<file path="src/rtl/sprite_motion_ctrl.sv">
// sprite_motion_ctrl: position/velocity store for N_OBJ sprite slots.
// One ballistic step per frame (x+=vx, y+=vy, vy+=gravity clamped to VMAX),
// swept one slot per clock after each frame_tick. Objects enter through a
// valid/ready spawn port and leave by kill, by falling off the bottom edge,
// or by leaving the screen sideways.
module sprite_motion_ctrl #(
  parameter int N_OBJ    = 4,
  parameter int VEL_W    = 8,
  parameter int GRAVITY  = 1,
  parameter int VMAX     = 12,
  parameter int SCREEN_W = 640,
  parameter int SCREEN_H = 480,
  localparam int IDX_W   = (N_OBJ > 1) ? $clog2(N_OBJ) : 1
) (
  input  logic                   clk,
  input  logic                   rst,
  input  logic                   frame_tick,
  input  logic                   spawn_valid,
  output logic                   spawn_ready,
  input  logic [9:0]             spawn_x,
  input  logic [8:0]             spawn_y,
  input  logic [VEL_W-1:0]       spawn_vx,
  input  logic [VEL_W-1:0]       spawn_vy,
  input  logic                   kill_valid,
  input  logic [IDX_W-1:0]       kill_idx,
  output logic [N_OBJ-1:0]       active,
  output logic [N_OBJ*10-1:0]    pos_x,
  output logic [N_OBJ*9-1:0]     pos_y,
  output logic                   busy,
  output logic                   lost_pulse,
  output logic [IDX_W-1:0]       lost_idx,
  output logic                   overrun
);

  localparam logic [0:0] S_IDLE   = 1'b0;
  localparam logic [0:0] S_UPDATE = 1'b1;

  localparam logic [IDX_W-1:0]  LAST_IDX = IDX_W'(N_OBJ - 1);
  localparam logic signed [11:0] SW_S    = 12'(SCREEN_W);
  localparam logic signed [11:0] SH_S    = 12'(SCREEN_H);
  localparam logic signed [11:0] VMAX_S  = 12'(VMAX);
  localparam logic signed [11:0] GRAV_S  = 12'(GRAVITY);

  logic [0:0]              state;
  logic [IDX_W-1:0]        idx;
  logic                    skip_first;   // slot 0 was spawned on the tick edge
  logic [9:0]              xs  [N_OBJ];
  logic [8:0]              ys  [N_OBJ];
  logic signed [VEL_W-1:0] vxs [N_OBJ];
  logic signed [VEL_W-1:0] vys [N_OBJ];

  logic [IDX_W-1:0]  free_idx;
  logic              free_found;
  logic              spawn_acc;
  logic              kill_ok;
  logic              kill_cur;
  logic signed [11:0] cur_vx, cur_vy, xn, yn, vyn, vy_sat;
  logic [8:0]        y_clamped;
  logic              upd_en, is_lost, is_out, do_move;
  logic [N_OBJ-1:0]  active_nx;

  assign spawn_ready = (state == S_IDLE) && !(&active) && !rst;
  assign spawn_acc   = spawn_valid && spawn_ready;
  assign kill_ok     = kill_valid && (int'(kill_idx) < N_OBJ);
  assign kill_cur    = kill_ok && (kill_idx == idx);

  // Lowest-index free slot for the next spawn.
  always_comb begin
    free_idx   = '0;
    free_found = 1'b0;
    for (int i = 0; i < N_OBJ; i++) begin
      if (!active[i] && !free_found) begin
        free_idx   = IDX_W'(i);
        free_found = 1'b1;
      end else begin
        free_found = free_found;
      end
    end
  end

  // Ballistic step and bounds classification for the slot under sweep.
  always_comb begin
    cur_vx  = 12'(vxs[idx]);
    cur_vy  = 12'(vys[idx]);
    xn      = $signed({2'b00, xs[idx]}) + cur_vx;
    yn      = $signed({3'b000, ys[idx]}) + cur_vy;
    vyn     = cur_vy + GRAV_S;
    if (vyn > VMAX_S) begin
      vy_sat = VMAX_S;
    end else begin
      vy_sat = vyn;
    end
    if (yn < 12'sd0) begin
      y_clamped = 9'd0;
    end else begin
      y_clamped = yn[8:0];
    end
    // Kill on the swept slot wins over any motion outcome.
    upd_en  = (state == S_UPDATE) && active[idx] && !kill_cur &&
              !(skip_first && (idx == '0));
    is_lost = upd_en && (yn >= SH_S) && (cur_vy > 12'sd0);
    is_out  = upd_en && !is_lost && ((xn < 12'sd0) || (xn >= SW_S));
    do_move = upd_en && !is_lost && !is_out;
  end

  // Next occupancy: kill and sweep removals first, spawn set last.
  always_comb begin
    active_nx = active;
    if (kill_ok) begin
      active_nx[kill_idx] = 1'b0;
    end else begin
      active_nx = active_nx;
    end
    if (is_lost || is_out) begin
      active_nx[idx] = 1'b0;
    end else begin
      active_nx = active_nx;
    end
    if (spawn_acc) begin
      active_nx[free_idx] = 1'b1;
    end else begin
      active_nx = active_nx;
    end
  end

  // Pack slot positions onto the renderer buses.
  always_comb begin
    pos_x = '0;
    pos_y = '0;
    for (int i = 0; i < N_OBJ; i++) begin
      pos_x[i*10 +: 10] = xs[i];
      pos_y[i*9 +: 9]   = ys[i];
    end
  end

  // Sweep FSM, status pulses and slot storage.
  always_ff @(posedge clk) begin
    if (rst) begin
      state      <= S_IDLE;
      idx        <= '0;
      skip_first <= 1'b0;
      busy       <= 1'b0;
      overrun    <= 1'b0;
      lost_pulse <= 1'b0;
      lost_idx   <= '0;
      active     <= '0;
      for (int i = 0; i < N_OBJ; i++) begin
        xs[i]  <= 10'd0;
        ys[i]  <= 9'd0;
        vxs[i] <= '0;
        vys[i] <= '0;
      end
    end else begin
      overrun    <= frame_tick && (state == S_UPDATE);
      lost_pulse <= is_lost;
      if (is_lost) begin
        lost_idx <= idx;
      end
      active <= active_nx;
      case (state)
        S_IDLE: begin
          if (frame_tick) begin
            state      <= S_UPDATE;
            busy       <= 1'b1;
            idx        <= '0;
            skip_first <= spawn_acc && (free_idx == '0);
          end
        end
        S_UPDATE: begin
          if (idx == LAST_IDX) begin
            state <= S_IDLE;
            busy  <= 1'b0;
            idx   <= '0;
          end else begin
            idx <= idx + 1'b1;
          end
        end
        default: begin
          state <= S_IDLE;
          busy  <= 1'b0;
          idx   <= '0;
        end
      endcase
      if (spawn_acc) begin
        xs[free_idx]  <= spawn_x;
        ys[free_idx]  <= spawn_y;
        vxs[free_idx] <= spawn_vx;
        vys[free_idx] <= spawn_vy;
      end
      if (do_move) begin
        xs[idx]  <= xn[9:0];
        ys[idx]  <= y_clamped;
        vys[idx] <= VEL_W'(vy_sat);
      end
    end
  end

endmodule

</file>
<file path="config.mk">
export PLATFORM = sky130hd
export DESIGN_NAME = sprite_motion_ctrl
export DESIGN_NICKNAME = d
export VERILOG_FILES = /design/src/rtl/sprite_motion_ctrl.sv
export SDC_FILE = /design/constraint.sdc
export NUM_CORES = 1
export LEC_CHECK = 0
export CORE_MARGIN = 2
export CORE_UTILIZATION = 45
export DETAILED_ROUTE_END_ITERATION = 10
export PLACE_DENSITY = 0.82
export SYNTH_ARGS = -nofsm -noshare
export SYNTH_HDL_FRONTEND = slang
export SYNTH_SLANG_ARGS = --single-unit
</file>
<file path="constraint.sdc">
create_clock -name clk -period 5.79 [get_ports clk]
set_clock_uncertainty 0.05 [all_clocks]
set_input_delay 1.158 -clock clk [delete_from_list [all_inputs] [get_ports clk]]
set_output_delay 1.158 -clock clk [all_outputs]
set_load 0.02 [all_outputs]
</file>
## Yosys cells after proc, flatten, opt, wreduce, memory -nomap -nowiden

Memories as Yosys holds them, arrays and structs flattened. A register that Yosys moved wholly into a read port is not among the register bits.
Cells that the tools add are included.

- Add/sub/neg operators: 4
- Order comparisons: 12
- Equal/unequal tests: 4
- Muxes and demuxes: 65
- Bitwise gates (word level): 6
- Reductions and logical operators: 46

Operator list:

| cell | count |
|---|---|
| 2-to-1 mux 2 bit | 19 |
| 2-to-1 mux 8 bit | 4 |
| 2-to-1 mux 1 bit | 27 |
| 2-to-1 mux 9 bit | 3 |
| OR reduction 8 bit | 3 |
| logical AND 1 bit | 21 |
| 2-to-1 mux 10 bit | 2 |
| OR reduction 10 bit | 2 |
| OR reduction 9 bit | 2 |
| adder 11 x 8 -> 12 bit | 1 |
| >= comparator 12 x 11 -> 1 bit (second input constant) | 1 |
| less-than comparator 12 x 1 -> 1 bit (second input constant) | 1 |
| 2-to-1 mux 4 bit | 3 |
| adder 10 x 8 -> 11 bit | 1 |
| >= comparator 11 x 10 -> 1 bit (second input constant) | 1 |
| logical NOT 1 bit | 11 |
| less-than comparator 11 x 1 -> 1 bit (second input constant) | 1 |
| adder 8 x 2 -> 9 bit (second input constant) | 1 |
| greater-than comparator 9 x 5 -> 1 bit (second input constant) | 1 |
| less-than comparator 2 x 3 -> 1 bit (second input constant) | 3 |
| AND 4 bit | 2 |
| greater-than comparator 8 x 1 -> 1 bit (second input constant) | 1 |
| inverter 4 bit | 2 |
| demux 1 bit (select 2 bit) | 3 |
| other kinds (15) | 21 |

- Register bits after elaboration: 13
- RAM bits: 140
- Output and inout port bits: 86
- Word-level logic and storage cells: 149
- Memories kept: 4

Memory list:

| memory | words | width | read ports | clocked after Yosys merged registers in | write ports | line | RTL |
|---|---|---|---|---|---|---|---|
| xs | 4 | 10 | 5 | 1 | 4 | 47 | `logic [9:0] xs [N_OBJ];` |
| ys | 4 | 9 | 5 | 1 | 4 | 48 | `logic [8:0] ys [N_OBJ];` |
| vxs | 4 | 8 | 1 | 1 | 4 | 49 | `logic signed [VEL_W-1:0] vxs [N_OBJ];` |
| vys | 4 | 8 | 1 | 1 | 4 | 50 | `logic signed [VEL_W-1:0] vys [N_OBJ];` |

## Depth between registers and ports, before layout

- Word-level depth: 17
- Depth in mapped cells: 17

## Least setup slack after synthesis

No wires, ideal clock.

- Path type: flip-flop to flip-flop
- Start point: reg (tool-made name)
- End point: mem vys[3][0], enable pin
- Arrival: 5.848 ns
- Slack: -0.519 ns
- Stages on the path, launching flop included: 18
- Path buffers: 6
- Clock period less this slack: 6.309 ns
- Path through: dfxtp_1 -> buf_6 -> buf_2 -> buf_1 -> mux4_2 -> ha_1 -> fa_1 -> a211o_1 -> and4_1 -> a2111oi_1 -> nor4_1 -> o31ai_2 -> and4_1 -> buf_4 -> buf_6 -> buf_6 -> a311oi_1 -> nor2_1

RTL lines:

| item | line |
|---|---|
| to (decl) | 50 |

==> impl_results.md <==
- CTS sink count: 155
- Post-synthesis simple-gate area fraction: 12.28%
- Max FO, Critical Path: 19
- Number of flops mapped to enable cells by yosys: 140
- Fin crit period: 5488 ps
- Slowest stage cell, crit path: nor2_2
- Root buf cell: clkbuf_16
- Hold/Removal Path Class: flip-flop to flip-flop
- Port Buffers: 127
- Syn. warnings: 0
- Async SR Flop Fraction: 0%
- Setup crit end: ys[3][6]$_DFFE_PP_
- Ports: 128
- Post-CTS resize count: 0
- Mapped Area: 8066 um^2
- Die area: 19010 um^2
- Remaining Overflow, GRT: 0
- FF-to-FF End: ys[3][6]$_DFFE_PP_
- Final Hold Viols: 0
- Via density: 5.694
- Clock Path Buffers: 2
- Htree depth: 4
- Clock transition at the registers of the reported paths: 60 ps
- Number of global-route vias before repair: 5743
- # rows: 48
- Vias: 5677
- Final core occ: 58.41%
- Die H: 137.9 um
- Post-DP HPWL: 13830 um
- Layout cells sized above 1: 13.73%
- WL per Instance: 20.33 um
- Critical path type: flip-flop to flip-flop
- Most frequent cells in the layout: edfxtp_1, clkdlybuf4s50_1, nor2_1, inv_1, mux4_2
- FMAX: 0.1822 GHz
- Pre-Repair DR Iteration Count: 5
- CTS Buf Count: 17
- Core area: 17420 um^2
- Clk Latency, worst-skew pair: 430 ps
- Compound-gate portion of the synthesized area: 10.61%
- Adder-cell share of the synthesized area: 4.839%
- Worst Path Required: 5790 ps
- Hold_ws: 433.2 ps
- Synth cell types: 63
- Rel. slew slack: 24.17%
- Max cap viols: 0
- Pwr/cell area: 283.7 nW/um^2
- Non-Filler Instances: 997
- Post-synthesis xor/xnor area fraction: 1.954%
- Initial antenna violation count: 0
- Cells after Synth: 629
- Placer congestion estimate: 0.9218
- Final Max Slew Viols: 0
- Avg Inst Size Synth: 12.82 um^2
- Post-Place Cells: 964
- CTS tree: done
- P&R area growth vs syn: 26.11%
- Fin crit share: 94.79%
- Post-layout instance area: 10170 um^2
- Largest net degree at the start of global routing: 28
- Setup crit end kind: flip-flop
- Drt drc: 0
- Largest family of logic cells by synthesized area: simple AND/OR/NAND/NOR gates
- Antenna viol nets, final: 0
- Commonest non-fill, non-tap cell in the layout: edfxtp_1
- Slowest stage delay, CP: 750 ps
- # diodes: 0
- R2r setup slk: 300 ps
- Die Wd: 137.9 um
- Leak Pwr: 3.847 nW
- Synth Register Bits: 155
- Max VDD drop: 0.0002453 V
- Drt total wl: 20270 um
- Drt initial violations: 483
- Pwr Total: 2.886 mW
- Status: finished clean
- Post-synthesis mux area share: 10.42%
- Total track usage: 22.24%
- Final net count: 831
- First-pass GRT wire length: 31290 um
- Initial Util: 46.31%
- Sequential area share after synthesis: 55.84%
- Startpoint types: flip-flop
- Main synth FF type: edfxtp_1
- Arrival time at the worst endpoint: 5490 ps
- Most frequent CP cell: and4_1
- DP Area: 9603 um^2
- CP Cell Sequence: buf_4 -> mux4_2 -> ha_1 -> a211o_1 -> and4_1 -> a2111oi_1 -> nor4_1 -> o31ai_2 -> and4_1 -> a311oi_1 -> nor2_2
- Final setup viols: 0
- Reg2Reg Depth: 11
- Mapped Nets: 701
- Worst Tran Pin Value: 1135 ps
[cell families after synthesis]
| family | count (synthesis) |
|---|---|
| AO/OA/AOI/OAI | 110 |
| adder cells (fa/ha/maj) | 30 |
| flip-flops | 155 |
| buffers and inverters | 77 |
| multiplexers | 39 |
| XOR/XNOR | 18 |
| AND/OR/NAND/NOR | 200 |
[through the flow]
stage / setup TNS [ps] / setup slack, ps
floorplan: 0 / 170.1
global placement: 0 / 492.5
CTS: 0 / 325.0
finish: 0 / 301.6
detailed placement: 0 / 362.5
global route: -0.2145 / -0.2145
[flip-flops by register name, indices dropped and copies added, names as in the netlist, named ones only]
name,cells
active,4
busy,1
idx,2
lost_idx,2
lost_pulse,1
overrun,1
skip_first,1
state,1
vxs,32
vys,32
xs,40
ys,36
[synth_stat cells (10+ instances only)]
cell type  instances  area share [%]
ha_1              28             4.3
clkbuf_1          16            0.74
nor2_1            93             4.3
nand2_1           26             1.2
dfxtp_1           15             3.7
mux4_2            36              10
edfxtp_1         140              52
inv_1             45             2.1
a21oi_1           29             1.8
nor2b_1           19             1.5
and2_1            19             1.5
a32oi_1           10             1.1
[worst max-delay path, delay by kind of cell, from the launching register on]
family	cells	cell delay (ps)
adders and majority gates	1	400
AOI/OAI and AO/OA	4	1660
DFF	1	630
muxes	1	450
and+or+nand+nor	4	1500
buffers and inverters	1	400
[layer usage]
| metal | up-vias | GRT usage (%) | wire, um |
|---|---|---|---|
| li1 | 2605 | - | - |
| met1 | 2778 | 29.27 | 8252 |
| met2 | 256 | 36.30 | 10160 |
| met3 | 38 | 4.349 | 1348 |
| met4 | 0 | 9.184 | 509 |
| met5 | - | 0 | 0 |
[how the worst min path moves through the flow]
stage	startpoint	end	cells past startpoint
detailed placement	lost_idx[0]$_SDFFE_PP0P_	lost_idx[0]$_SDFFE_PP0P_	2
global placement	skip_first$_SDFFE_PP0P_	skip_first$_SDFFE_PP0P_	2
global route	lost_idx[0]$_SDFFE_PP0P_	lost_idx[0]$_SDFFE_PP0P_	2
floorplan	skip_first$_SDFFE_PP0P_	skip_first$_SDFFE_PP0P_	2
CTS	lost_idx[0]$_SDFFE_PP0P_	lost_idx[0]$_SDFFE_PP0P_	2
finish	lost_idx[0]$_SDFFE_PP0P_	lost_idx[0]$_SDFFE_PP0P_	2
[final cells by class]
| class | count | area, um^2 |
|---|---|---|
| fill | 1363 | 7244 |
| sequential | 155 | 4506 |
| multi-input combinational | 398 | 3257 |
| timing repair buffer | 142 | 1396 |
| clock buffer | 26 | 531.8 |
| tap | 225 | 281.5 |
| inverter | 45 | 168.9 |
| clock inverter | 6 | 31.28 |
[timing repair]
item	CTS	global route
setup buffers	0	0
hold buffers	0	0
endpoints found under the setup margin	0	12
[power breakdown]
part           internal (mW)  switching, mW  leakage, nW  total (mW)
registers               1.28         0.0321         1.57        1.32
logic                  0.226          0.299         1.99       0.525
clock network          0.630          0.416        0.284        1.05
Note: power is estimated with default switching activity, not from simulation.
